==> config.mk <==
export PLATFORM = sky130hd
export DESIGN_NAME = avg_ram_ctrl
export DESIGN_NICKNAME = d
export VERILOG_FILES = /design/src/rtl/avg_ram_ctrl.sv
export SDC_FILE = /design/constraint.sdc
export NUM_CORES = 1
export LEC_CHECK = 0
export CAP_MARGIN = 20
export CELL_PAD_IN_SITES_DETAIL_PLACEMENT = 1
export CELL_PAD_IN_SITES_GLOBAL_PLACEMENT = 1
export CORE_MARGIN = 2
export CORE_UTILIZATION = 34
export DETAILED_ROUTE_END_ITERATION = 10
export GPL_TIMING_DRIVEN = 1
export PLACE_DENSITY = 0.79
export SLEW_MARGIN = 30
export SYNTH_ARGS = -nofsm -noshare
export SYNTH_HDL_FRONTEND = slang
export SYNTH_SLANG_ARGS = --single-unit
==> constraint.sdc <==
create_clock -name clk_2 -period 2.45 [get_ports clk_2]
set_input_delay 0.735 -clock clk_2 [delete_from_list [all_inputs] [get_ports clk_2]]
set_output_delay 0.735 -clock clk_2 [all_outputs]
set_load 0.02 [all_outputs]
==> src/rtl/avg_ram_ctrl.sv <==
// Four-sample averaging controller: reads bytes from a FIFO into an external averager and writes each mean to RAM.
// Build option: define AVG_RAM_CTRL_WRAP_EN to wrap the RAM address instead of stopping when the RAM is full.
module avg_ram_ctrl #(
   parameter int ADDR_W = 11
) (
   input  logic              clk_2,
   input  logic              reset_n,
   input  logic              fifo_empty,
   input  logic [7:0]        fifo_data,
   output logic              fifo_rd,
   output logic [7:0]        avg_data,
   output logic              zero_sel,
   output logic              reg_out,
   output logic              ram_wr_n,
   output logic [ADDR_W-1:0] ram_addr,
   output logic              ram_full
);

   typedef enum logic [2:0] {
      COLLECT = 3'd0,
      LAST    = 3'd1,
      DUMP    = 3'd2,
      WRITE   = 3'd3,
      CLEAR   = 3'd4,
      FULL    = 3'd5
   } state_t;

   localparam logic [ADDR_W-1:0] LAST_ADDR = '1;

   state_t              state_q, state_d;
   logic [2:0]          rd_cnt_q, rd_cnt_d;
   logic [ADDR_W-1:0]   addr_q, addr_d;
   logic                full_q, full_d;
   logic                rd_valid_q;
   logic                reg_out_q;
   logic                zero_sel_q;
   logic                ram_wr_n_q;
   logic                rd_issue;

   // Gated by reset_n so no byte is consumed while reset is held.
   assign rd_issue = reset_n && (state_q == COLLECT) && !fifo_empty && (rd_cnt_q < 3'd4);

   always_comb begin
      state_d  = state_q;
      rd_cnt_d = rd_cnt_q;
      addr_d   = addr_q;
      full_d   = full_q;
      case (state_q)
         COLLECT: begin
            if (rd_issue) begin
               rd_cnt_d = rd_cnt_q + 3'd1;
               if (rd_cnt_q == 3'd3) begin
                  state_d = LAST;
               end
            end
         end
         LAST:  state_d = DUMP;
         DUMP:  state_d = WRITE;
         WRITE: state_d = CLEAR;
         CLEAR: begin
            rd_cnt_d = 3'd0;
`ifdef AVG_RAM_CTRL_WRAP_EN
            addr_d  = addr_q + 1'b1;
            state_d = COLLECT;
`else
            if (addr_q == LAST_ADDR) begin
               state_d = FULL;
               full_d  = 1'b1;
            end else begin
               addr_d  = addr_q + 1'b1;
               state_d = COLLECT;
            end
`endif
         end
         FULL:    state_d = FULL;
         default: state_d = COLLECT;
      endcase
   end

   // Strobes are decoded from the next state so they are registered yet line up with the state.
   always_ff @(posedge clk_2 or negedge reset_n) begin
      if (!reset_n) begin
         state_q    <= COLLECT;
         rd_cnt_q   <= 3'd0;
         addr_q     <= '0;
         full_q     <= 1'b0;
         rd_valid_q <= 1'b0;
         reg_out_q  <= 1'b0;
         zero_sel_q <= 1'b0;
         ram_wr_n_q <= 1'b1;
      end else begin
         state_q    <= state_d;
         rd_cnt_q   <= rd_cnt_d;
         addr_q     <= addr_d;
         full_q     <= full_d;
         rd_valid_q <= rd_issue;
         reg_out_q  <= (state_d == DUMP);
         zero_sel_q <= (state_d == CLEAR);
         ram_wr_n_q <= (state_d != WRITE);
      end
   end

   assign fifo_rd  = rd_issue;
   assign avg_data = rd_valid_q ? fifo_data : 8'h00;
   assign reg_out  = reg_out_q;
   assign zero_sel = zero_sel_q;
   assign ram_wr_n = ram_wr_n_q;
   assign ram_addr = addr_q;
   assign ram_full = full_q;

endmodule

==> results.cfg <==
[grt]
met3_usage_pct = 2.838
grt_max_degree = 23
use_met1_pct = 17.62
grt_usage_pct = 15.18
grt_pass1_wl_mm = 3.981
grt_use_met2_pct = 28.26
antenna_found_initial = 0
grt-busiest-layer = met2
grt_pass1_vias = 848
overflow = 0

[finish]
design_area_um2 = 1471
fin_cells = 167
multi_input_area_um2 = 461.7
fin_nets = 149
regArea_um2 = 551.8
area_growth_pct = 41.18
diodes = 0
fillCellCount = 345
drive_above_1_share_pct = 15.67

[setup_path]
cp-startpoint = fifo_empty
rrSetupSlack_ns = 0.64
slowest_stage = or4b_4
crit_top_cell = buf_6
crit_buf_inv = 2
critical_path_arrival_ns = 1.66
r2r.worst_path.cells = 6
worstPathRequired_ns = 1.71
worstReg2RegEnd = ram_addr[1]
cp_top_family = simple AND/OR/NAND/NOR gates
critPathCapture = fifo_rd
crit_chain = buf_6 -> or4b_4 -> nor3_4 -> buf_6
endpoint_kind = output pin
max_stage_delay_ns = 0.53
start_kind = input port
cp_max_fo = 2
worst-path-stages = 4
criticalPathCategory = in -> out
rr_startpoint = ram_addr[1]

[clock_network]
cts_made_buffers = 3
clockBufferDepth = 2
clock_latency_ns = 0.30
cts_tree = yes
cts.sinks = 22
cts_root_buf = clkbuf_4
clk_pin_slew_worst_paths_ns = 0.12
hold_buffers = 0
cts_max_level = 1

[min_path]
hp-class = in -> async

[synth]
ys_seq_area_share_pct = 52.94
synth_top_area_cell = dfrtp_1
yosysWarningCount = 0
synth_area_leaders = dfrtp_1, xor2_1, and2_1, ha_1, nor2_1
synth_area_per_cell_um2 = 11.21
synth_top_area_share_pct = 50.42
synth.distinct_cells = 27
synthesis.nets = 107
synth_area_um2 = 1042
synthCells = 93
ys_seq_elements = 22

[power_and_ir_drop]
power_density_nw_per_um2 = 881.1
p_leak_nw = 0.7435
ir_drop_v = 0.0005557

[sta]
whs_ns = 0.4335
period_needed_ns = 2.391
setup_viol = 0
slew_headroom_pct = 74.25
worstMarginPinSlew_ns = 0.3827
timing.final.max_slew_violations = 0
finalCritPeriodShare_pct = 97.58
timing.fmax_ghz = 0.4183
fin_ws_ns = 0.05918
finalHoldViolCount = 0
fin_skew_ns = 0.004975
rsz0062_at_grt = false

[drt]
vias_per_cell = 4.910
wl_per_cell_um = 14.43
drt_iter0_drc = 7
firstDrtPassIters = 4
via_count = 820
drc_errors = 0
ant_nets = 0
wirelength_mm = 2.409

[placement]
placed_area_um2 = 1440
place_ws_ns = -0.8118
dp.cells = 162
hpwl_mm = 1.856
gp_congestion = 0.7679
io_buffers = 34

[floorplanning]
die-height_um = 59.37
start_util_pct = 35.00
die_w_um = 59.37
fp.coreArea_um2 = 2978
rows = 20
io_pins = 35
dieArea_um2 = 3524

[outcome]
status = finished, final reports clean

[run]
cap_violations = 0
==> cell usage in the layout, fill, tap and decap left out <==
cell type	count
xor2_1	9
or4b_4	1
nand3_1	5
nor4_2	1
o21ai_0	1
ha_1	3
mux2_2	1
a21o_1	2
nand3b_1	1
buf_2	1
nor3b_1	1
nor3b_4	1
buf_6	2
mux2i_1	1
dfrtp_1	21
buf_4	6
dlygate4sd2_1	8
and2_1	8
xnor2_1	2
clkbuf_4	3
nor3_1	2
nor3_4	1
clkbuf_8	1
or3b_2	1
inv_1	2
nor4_1	5
clkdlybuf4s50_1	23
dfstp_2	1
nand4_1	2
nor2_1	10
and2b_2	1
nand2_1	7
==> where the power goes <==
group / leakage (nW) / switching [mW] / internal, mW
sequential: 0.289 / 0.107 / 0.468
clock: 0.0210 / 0.104 / 0.0905
combinational: 0.434 / 0.265 / 0.263
==> cells by family (layout without fill, tap and decap cells) <==
logic type                 Yosys count  in the layout  share of synthesized area (%)
AOI/OAI and AO/OA                    3              3                          1.920
xor gates and xnor gates            11             11                          9.244
adders and majority gates            3              3                          3.602
buffers and inverters                5             46                          2.761
DFF                                 22             22                          52.94
muxes                                2              2                          2.041
and+or+nand+nor                     47             47                          27.49
==> routing by layer <==
metal / up-vias / part of all wire, %
met4: 0 / 0.37
met3: 2 / 6.4
met2: 30 / 51
met5: - / 0
met1: 394 / 42
li1: 394 / -
==> what timing repair did <==
item,4_1_cts,5_1_grt
endpoints found under the setup margin,9,1
setup buffers,1,0
resized for setup,23,0
pin swaps,2,1
==> sequential cells by signal (all words and copies together) (netlist names) <==
name and flops:
ram_full 1, state_q 3, ram_addr 11, zero_sel 1, reg_out 1, rd_valid_q 1, ram_wr_n 1, rd_cnt_q 3
==> area by class of cell <==
type	count	area share, %
clock buffers	4	2.466
inverters	2	0.5102
multi-input cells	66	31.38
flip-flops and latches	22	37.50
well taps	33	2.806
repair buffers	40	25.34
==> Yosys cell counts <==
cell      number
nor3b_4        1
mux2_2         1
nand3b_1       1
nand4_1        2
nor4_2         1
buf_2          2
and2_1         8
a21o_1         2
inv_1          2
ha_1           3
dfrtp_1       21
or4b_4         1
nor3b_1        1
buf_6          1
nor4_1         5
nor2_1        10
nor3_4         1
mux2i_1        1
xnor2_1        2
nor3_1         2
nand2_1        7
xor2_1         9
and2b_2        1
nand3_1        5
or3b_2         1
dfstp_2        1
o21ai_0        1
==> through the flow <==
step / TNS [ns] / total power, mW / util (%)
final: 0 / 1.296 / 49.41
after CTS: -0.01051 / 1.322 / 49.41
after floorplan: 0 / 0.8916 / -
after detailed placement: -2.348 / 1.119 / 48.36
after global routing: 0 / 1.395 / 49.41
after global placement: -2.258 / 1.092 / 48.36
==> worst min-delay path by stage <==
stage / endpoint / from / cells after the start
finish: ram_addr[0] / reset_n / 2
CTS: ram_addr[10] / reset_n / 2
global placement: ram_full / ram_full / 1
floorplan: ram_addr[0] / reset_n / 0
detailed placement: ram_full / ram_full / 1
global route: ram_addr[0] / reset_n / 2
(Power assumes the default switching activity.)
